File: src/rtl/key_sched_ctrl_128.sv
// AES-128 key schedule controller: pops a cipher key, then alternates emitting
// round keys to the consumer and round-tripping them through the expansion stage.
module key_sched_ctrl_128 #(
    parameter int unsigned NR = 10
) (
    input  logic         clk_i,
    input  logic         rst_ni,
    input  logic [127:0] in_key_i,
    input  logic         in_key_empty_i,
    output logic         in_key_rd_o,
    output logic [127:0] exp_key_o,
    output logic [7:0]   exp_rc_o,
    input  logic         exp_key_full_i,
    input  logic         exp_rc_full_i,
    output logic         exp_key_wr_o,
    output logic         exp_rc_wr_o,
    input  logic [127:0] exp_res_i,
    input  logic         exp_res_empty_i,
    output logic         exp_res_rd_o,
    output logic [127:0] out_rkey_o,
    output logic [3:0]   out_round_o,
    input  logic         out_rkey_full_i,
    output logic         out_rkey_wr_o,
    output logic         busy_o,
    output logic         key_done_o
);

    typedef enum logic [1:0] {IDLE, EMIT, ISSUE, WAIT} state_e;

    localparam logic [3:0] NR_L = 4'(NR);

    state_e       state_q, state_d;
    logic [127:0] key_q, key_d;
    logic [3:0]   round_q, round_d;
    logic [7:0]   rc_q, rc_d;
    logic         exp_push;
    logic         last_round;

    function automatic logic [7:0] xtime(input logic [7:0] x);
        return {x[6:0], 1'b0} ^ (x[7] ? 8'h1b : 8'h00);
    endfunction

    assign last_round = (round_q == NR_L);

    // Strobes are gated by reset so they fall the instant reset asserts.
    always_comb begin
        in_key_rd_o   = 1'b0;
        out_rkey_wr_o = 1'b0;
        exp_push      = 1'b0;
        exp_res_rd_o  = 1'b0;
        if (rst_ni) begin
            unique case (state_q)
                IDLE:    in_key_rd_o   = !in_key_empty_i;
                EMIT:    out_rkey_wr_o = !out_rkey_full_i;
                ISSUE:   exp_push      = !exp_key_full_i && !exp_rc_full_i;
                WAIT:    exp_res_rd_o  = !exp_res_empty_i;
                default: ;
            endcase
        end
    end

    assign exp_key_wr_o = exp_push;
    assign exp_rc_wr_o  = exp_push;
    assign key_done_o   = out_rkey_wr_o && last_round;
    assign busy_o       = (state_q != IDLE);

    assign exp_key_o   = key_q;
    assign exp_rc_o    = rc_q;
    assign out_rkey_o  = key_q;
    assign out_round_o = round_q;

    always_comb begin
        state_d = state_q;
        key_d   = key_q;
        round_d = round_q;
        rc_d    = rc_q;
        unique case (state_q)
            IDLE: begin
                if (in_key_rd_o) begin
                    key_d   = in_key_i;
                    round_d = 4'd0;
                    rc_d    = 8'h01;
                    state_d = EMIT;
                end
            end
            EMIT: begin
                if (out_rkey_wr_o) begin
                    state_d = last_round ? IDLE : ISSUE;
                end
            end
            ISSUE: begin
                if (exp_push) begin
                    state_d = WAIT;
                end
            end
            WAIT: begin
                if (exp_res_rd_o) begin
                    key_d   = exp_res_i;
                    round_d = round_q + 4'd1;
                    rc_d    = xtime(rc_q);
                    state_d = EMIT;
                end
            end
            default: state_d = IDLE;
        endcase
    end

    always_ff @(posedge clk_i or negedge rst_ni) begin
        if (!rst_ni) begin
            state_q <= IDLE;
            key_q   <= '0;
            round_q <= '0;
            rc_q    <= 8'h01;
        end else begin
            state_q <= state_d;
            key_q   <= key_d;
            round_q <= round_d;
            rc_q    <= rc_d;
        end
    end

endmodule

File: config.mk
export PLATFORM = sky130hd
export DESIGN_NAME = key_sched_ctrl_128
export DESIGN_NICKNAME = d
export VERILOG_FILES = /design/src/rtl/key_sched_ctrl_128.sv
export SDC_FILE = /design/constraint.sdc
export NUM_CORES = 1
export LEC_CHECK = 0
export BUFFER_PORTS_ARGS = -buffer_cell sky130_fd_sc_hd__buf_2
export CAP_MARGIN = 20
export CORE_AREA = 10 10 200 202
export CTS_BUF_LIST = sky130_fd_sc_hd__clkbuf_4
export CTS_CLUSTER_DIAMETER = 150
export DETAILED_ROUTE_END_ITERATION = 8
export DIE_AREA = 0 0 210 212
export GPL_TIMING_DRIVEN = 0
export PLACE_DENSITY_LB_ADDON = 0.3
export SLEW_MARGIN = 20
export SYNTH_ARGS = -nofsm -noshare
export SYNTH_HDL_FRONTEND = slang
export SYNTH_SLANG_ARGS = --single-unit
File: constraint.sdc
create_clock -name clk_i -period 2.7 [get_ports clk_i]
set_clock_uncertainty 0.15 [all_clocks]
set_input_delay 0.405 -clock clk_i [delete_from_list [all_inputs] [get_ports clk_i]]
set_output_delay 0.405 -clock clk_i [all_outputs]
set_load 0.005 [all_outputs]
==> results of run 1 <==
cells by family after synthesis:
group / after synthesis / synth area share, %
fa+ha+maj: 6 / 0.9957
compound gates: 148 / 10.44
simple gates: 155 / 8.198
mux: 128 / 16.99
buf+inv: 182 / 15.88
flops: 142 / 47.15
xor+xnor: 3 / 0.3486
cell type report:
type                       instances  area [µm²]
antenna                            1       2.502
clock buffer                      19       142.6
multi-input combinational        440        2811
inverter                           8       30.03
timing repair buffer             799        5408
buffer                           174        1176
tap                              468       585.6
sequential                       142        3555
clock inverter                    13       91.34
fill                            3592       22280
layout by cell type (no fill, tap or decap), drive strengths merged, types with 5 or more instances in the layout:
cell type      n
a22o           5
buf          690
clkbuf        45
clkinvlp       7
dfrtp        141
dlygate4sd3  256
ha             6
inv           11
mux2i        128
nand2        140
o21ai        135
metal layers:
layer | up-vias | routed length [µm] | global-route usage [%]
met4 | 0 | 575 | 4.118
met2 | 345 | 18770 | 28.48
met1 | 3927 | 13860 | 16.54
met5 | - | 0 | 0
met3 | 27 | 2966 | 5.473
li1 | 4089 | - | -
metrics by stage:
step | util (%) | setup slack (ps) | power [µW]
3_3_place_gp | 29.97 | -3381 | 10650
3_5_place_dp | 30.09 | -648.1 | 10750
5_1_grt | 38.25 | 7.917 | 13520
4_1_cts | 38.21 | 56.11 | 12600
2_1_floorplan | - | 701.4 | 7417
6_report | 38.25 | 193.2 | 12380
state kept, by name, indices dropped and copies added, names as in the netlist:
register / cells
exp_key_o: 128
state_q: 2
out_round_o: 4
exp_rc_o: 8
power by group through the flow:
stage	combinational, µW	clock [µW]	sequential (µW)
3_5_place_dp	6690	0	4060
2_1_floorplan	3510	0	3910
4_1_cts	7240	1330	4030
5_1_grt	7920	1440	4160
6_report	7120	1240	4020
3_3_place_gp	6620	0	4030
worst reg2reg max path: stages (launching register included):
cell,delay [ps]
dfrtp_1,400
ha_1,150
buf_2,240
clkbuf_1,540
mux2i_1,280
dlygate4sd3_1,560
o21ai_0,70
final timing paths:
path | cells past startpoint | to | start | slack, ps
worst max register to register | 6 | exp_key_o[78] | state_q[0] | 190
min in group asynchronous | 4 | exp_key_o[25] | rst_ni | 390
worst max-delay path | 6 | exp_key_o[78] | state_q[0] | 190
worst min register to register | 2 | exp_key_o[53] | exp_key_o[53] | 370
worst min-delay path | 3 | exp_key_o[23] | exp_res_i[23] | 60
max in group asynchronous | 5 | state_q[1] | rst_ni | 1600
repair_timing:
item                       4_1_cts  5_1_grt
cloned                           1        0
setup buffers                    1        0
pin swaps                        1        0
gates resized for setup          4       10
setup endpoints to repair      122       26
hold endpoints to repair       227        0
hold buffers                   259        0
==> results.sh, run 1 <==
export IMPL_status="finished, final reports clean"
export IMPL_synth_top_cells_by_count="dfrtp_1 (141), nand2_1 (140), o21ai_0 (135)"
export IMPL_clk_latency_ps=560
export IMPL_min_path_type="in2reg"
export IMPL_dp_hpwl_mm=27.47
export IMPL_synth_async_reset_ratio_pct=100.0
export IMPL_via_count=8388
export IMPL_place_congestion=0.7946
export IMPL_comb_power_share_pct=57.5
export IMPL_path_buf_inv=3
export IMPL_max_stage_delay_ps=560
export IMPL_vdd_drop_max_mv=0.4764
export IMPL_switching_power_uw=5004
export IMPL_synth_seq_area_share_pct=47.15
export IMPL_dp_cells=1770
export IMPL_grt_start_max_net_pins=67
export IMPL_drt_total_wl_mm=36.17
export IMPL_p_leak_uw=0.007228
export IMPL_crit_fanout=10
export IMPL_synth_area_leaders="dfrtp_1 (47%), mux2i_1 (17%), buf_4 (13%), o21ai_0 (9.0%), nand2_1 (7.0%)"
export IMPL_ys_warn_count=0
export IMPL_die_w_um=210
export IMPL_max_freq_mhz=398.9
export IMPL_ys_seq_elements=142
export IMPL_start_kind="flop"
export IMPL_crit_chain="ha_1 > buf_2 > clkbuf_1 > mux2i_1 > dlygate4sd3_1 > o21ai_0"
export IMPL_ios=538
export IMPL_final_setup_tns_ps=0
export IMPL_synth_nets=1033
export IMPL_cp_required_ps=2980
export IMPL_synth_cell_types=30
export IMPL_period_needed_ps=2507
export IMPL_start_util_pct=20.89
export IMPL_maxSlewViolCount=0
export IMPL_yosysMostFrequentCell="dfrtp_1"
export IMPL_drt_wirelength_per_cell_um=17.52
export IMPL_cts_tree="yes"
export IMPL_cp_end_kind="flop"
export IMPL_design_die_area_um2=44520
export IMPL_row_count=70
export IMPL_placed_cell_area_um2=10860
export IMPL_layout_drive_gt1_share_pct=45.77
export IMPL_synthCells=764
export IMPL_syn_avg_cell_area_um2=9.869
export IMPL_yosysTopAreaCell="dfrtp_1"
export IMPL_io_buffers=537
export IMPL_antenna_found_initial=1
export IMPL_cts_num_sinks=142
export IMPL_power_share_sequential_pct=32.4
export IMPL_cts_path_max_buffers=2
export IMPL_clkPwrFrac_pct=10.1
export IMPL_coreArea_um2=36080
export IMPL_cpLargestDelayFamily="buffers and inverters"
export IMPL_stdcell_area_um2=13800
export IMPL_drc=0
export IMPL_rsz0062_at_grt="false"
export IMPL_cap_violations=0
export IMPL_relSlewSlack_pct=46.73
export IMPL_p_int_uw=7380
export IMPL_min_period_over_period_pct=92.85
export IMPL_htree_levels=4
export IMPL_routed_via_density=4.064
export IMPL_arrival_ps=2780
export IMPL_final_cells=2064
export IMPL_criticalPathCategory="reg2reg"
export IMPL_hold_viol=0
export IMPL_switching_share_pct=40.41
export IMPL_drtAntennaViolNets=0
export IMPL_first_iter_violations=331
export IMPL_grt_pass1_vias=9400
export IMPL_die_y_um=212
export IMPL_synth_edf_count=0
export IMPL_cts_buffers=17
export IMPL_synthToLayoutAreaGrowth_pct=83.06
export IMPL_grt_pass1_wl_mm=54.19
export IMPL_firstDrtPassIters=4
export IMPL_overflow=0
export IMPL_power_density_nw_per_um2=897.3
export IMPL_setup_violations=0
export IMPL_holdWs_ps=61.46
export IMPL_clkTransAtPathRegs_ps=130
export IMPL_ys_flop_type="dfrtp_1"
export IMPL_grt_total_usage_pct=15.54
export IMPL_root_buffer="clkbuf_4"
export IMPL_finalNetCount=1851
export IMPL_tightest_slew_ps=799.0
export IMPL_critical_path_slowest_cell="dlygate4sd3_1"
export IMPL_synth_top_area_share_pct=46.80
export IMPL_synth_area_um2=7540
(Power assumes the default switching activity.)
==> inputs of run 2 (changes only) <==
ABC_AREA = 1   (was default)
BUFFER_PORTS_ARGS = -buffer_cell sky130_fd_sc_hd__buf_4   (was -buffer_cell sky130_fd_sc_hd__buf_2)
==> results.sh, run 2 <==
export IMPL_final_cells=2481
export IMPL_synth_seq_area_share_pct=43.69
export IMPL_synth_nets=1450
export IMPL_arrival_ps=1960
export IMPL_synth_top_family_by_area="simple AND/OR/NAND/NOR gates"
export IMPL_setup_violations=0
export IMPL_path_buf_inv=5
export IMPL_ys_warn_count=0
export IMPL_cts_path_max_buffers=2
export IMPL_largest_reg_flops=128
export IMPL_synthCells=1181
export IMPL_synth_adder_area_share_pct=0.9227
export IMPL_max_stage_delay_ps=570
export IMPL_cap_violations=0
export IMPL_htree_levels=4
export IMPL_holdPathStages=4
export IMPL_hold_viol=0
export IMPL_fin_total_pwr_uw=14730
export IMPL_via_count=10160
export IMPL_rrSetupSlack_ps=200
export IMPL_overflow=0
export IMPL_grt_total_usage_pct=17.81
export IMPL_first_iter_violations=418
export IMPL_synth_top_cells_by_count="nand2_1 (795), dfrtp_1 (141), buf_4 (139)"
export IMPL_min_period_over_period_pct=93.27
export IMPL_cp_required_ps=2140
export IMPL_grt_pass1_wl_mm=62.45
export IMPL_ff2ff_path_depth=9
export IMPL_cts_num_sinks=142
export IMPL_row_count=70
export IMPL_yosys_area_share_simple_pct=37.77
export IMPL_coreArea_um2=36080
export IMPL_synth_cell_types=23
export IMPL_grt_start_max_net_pins=77
export IMPL_cp_end_kind="primary output"
export IMPL_criticalPathCategory="in2out"
export IMPL_antenna_found_initial=1
export IMPL_io_buffers=537
export IMPL_placed_cell_area_um2=12790
export IMPL_start_util_pct=22.55
export IMPL_cts_buffers=17
export IMPL_design_die_area_um2=44520
export IMPL_synth_area_mux_share_pct=0
export IMPL_layout_drive_gt1_share_pct=36.65
export IMPL_max_freq_mhz=397.1
export IMPL_cpLargestDelayFamily="buffers and inverters"
export IMPL_layout_common_cells="nand2_1 (795), buf_4 (675), dlygate4sd3_1 (259)"
export IMPL_synth_xor_area_share_pct=0.4306
export IMPL_hp_start="in_key_empty_i"
export IMPL_yosysMostFrequentCell="nand2_1"
export IMPL_period_needed_ps=2518
export IMPL_dp_slack_ps=-405.0
export IMPL_synth_area_leaders="dfrtp_1 (43%), nand2_1 (37%), buf_4 (13%), clkbuf_1 (1.2%), buf_2 (1.2%)"
export IMPL_holdWs_ps=63.60
export IMPL_dp_hpwl_mm=30.68
export IMPL_reg2reg_from="state_q[0]"
export IMPL_critical_path_slowest_cell="dlygate4sd3_1"
export IMPL_firstDrtPassIters=7
export IMPL_clk_latency_ps=570
export IMPL_drt_total_wl_mm=41.49
export IMPL_synth_async_reset_ratio_pct=100.0
export IMPL_r2r_end="exp_key_o[71]"
export IMPL_finalNetCount=2268
export IMPL_power_density_nw_per_um2=934.8
export IMPL_clkTransAtPathRegs_ps=120
export IMPL_crit_fanout=34
export IMPL_tightest_slew_ps=654.0
export IMPL_drt_wirelength_per_cell_um=16.72
export IMPL_min_to="exp_rc_o[5]"
export IMPL_drtAntennaViolNets=0
export IMPL_synth_edf_count=0
export IMPL_vdd_drop_max_mv=0.4388
export IMPL_ys_seq_elements=142
export IMPL_synth_compound_area_share_pct=1.215
export IMPL_die_y_um=212
export IMPL_layout_commonest_cell="nand2_1"
export IMPL_die_w_um=210
export IMPL_synthToLayoutAreaGrowth_pct=93.71
export IMPL_grt_pass1_vias=10670
export IMPL_maxSlewViolCount=0
export IMPL_status="finished, final reports clean"
export IMPL_synth_area_um2=8137
export IMPL_start_kind="input pin"
export IMPL_p_leak_uw=0.008892
export IMPL_place_congestion=0.9013
export IMPL_yosysTopAreaCell="dfrtp_1"
export IMPL_drc=0
export IMPL_multi_input_area_um2=3288
export IMPL_cts_tree="yes"
export IMPL_ys_flop_type="dfrtp_1"
export IMPL_ios=538
export IMPL_layout_filler_cells=3531
export IMPL_synth_top_area_share_pct=43.36
export IMPL_root_buffer="clkbuf_4"
export IMPL_worst_slack_ps=181.8
export IMPL_syn_avg_cell_area_um2=6.890
export IMPL_dp_cells=2187
export IMPL_rsz0062_at_grt="false"
export IMPL_relSlewSlack_pct=56.40
export IMPL_regArea_um2=3555
export IMPL_stdcell_area_um2=15760
export IMPL_routed_via_density=4.093
export IMPL_crit_chain="dlygate4sd3_1 > buf_8 > buf_16 > inv_2 > nor4_1 > buf_4"
export IMPL_min_path_type="in2reg"
## run 2: repair_timing
item,in CTS,in global routing
endpoints found under the hold margin,207,0
setup buffers,0,0
gates resized for setup,1,3
hold buffers,260,0
gates cloned,0,1
endpoints found under the setup margin,46,93
## run 2: metrics by stage
stage	setup TNS [ps]	utilization, %
2_1_floorplan	0	-
3_3_place_gp	-148500	35.34
3_5_place_dp	-40910	35.44
4_1_cts	0	43.54
5_1_grt	0	43.67
6_report	0	43.68
## run 2: cell families after synthesis
group / Yosys count
adder cells (fa/ha/maj): 6
XOR/XNOR: 4
AND/OR/NAND/NOR: 812
buffers and inverters: 201
AO/OA/AOI/OAI: 16
flip-flops: 142
## run 2: power by group
part	leakage [µW]	internal [µW]	switching, µW	total [µW]
Combinational	0.00697	4890	4140	9030
Clock	0.000145	650	887	1540
Sequential	0.00177	3120	1050	4170
Total	0.00889	8660	6070	14700
## run 2: worst max-delay path by stage
stage | from | endpoint | slack (ps) | depth (start not counted)
final | rst_ni | key_done_o | 180 | 6
after global placement | rst_ni | exp_key_o[8] | -1140 | 9
after detailed placement | rst_ni | exp_key_o[7] | -400 | 10
after CTS | state_q[1] | exp_key_o[4] | 10 | 7
after global routing | state_q[1] | exp_key_o[71] | 20 | 9
after floorplan | state_q[0] | exp_key_o[108] | 1010 | 8
## run 2: final cells by class
cell class	instances	share of cell area [%]
clock buffer	18	0.8573
tap	468	3.715
timing repair buffer	800	42.68
inverter	14	0.3334
clock inverter	13	1.056
multi-input combinational	838	20.86
buffer	186	7.915
antenna	2	0.03175
sequential	142	22.55
## run 2: worst register-to-register path: stages, from the launching register on
cell and delay, ps:
dfrtp_1 420, ha_1 270, inv_2 150, clkbuf_4 350
buf_2 310, nand2_1 70, nand2_1 50, dlygate4sd3_1 550
nand2_1 70, nand2_1 60
## run 2: layer usage
metal | vias to the layer above | part of all wire (%) | track usage [%]
li1 | 5052 | - | -
met1 | 4676 | 39 | 20.07
met2 | 379 | 52 | 31.48
met3 | 48 | 6.7 | 5.136
met4 | 0 | 2.5 | 6.202
met5 | - | 0 | 0
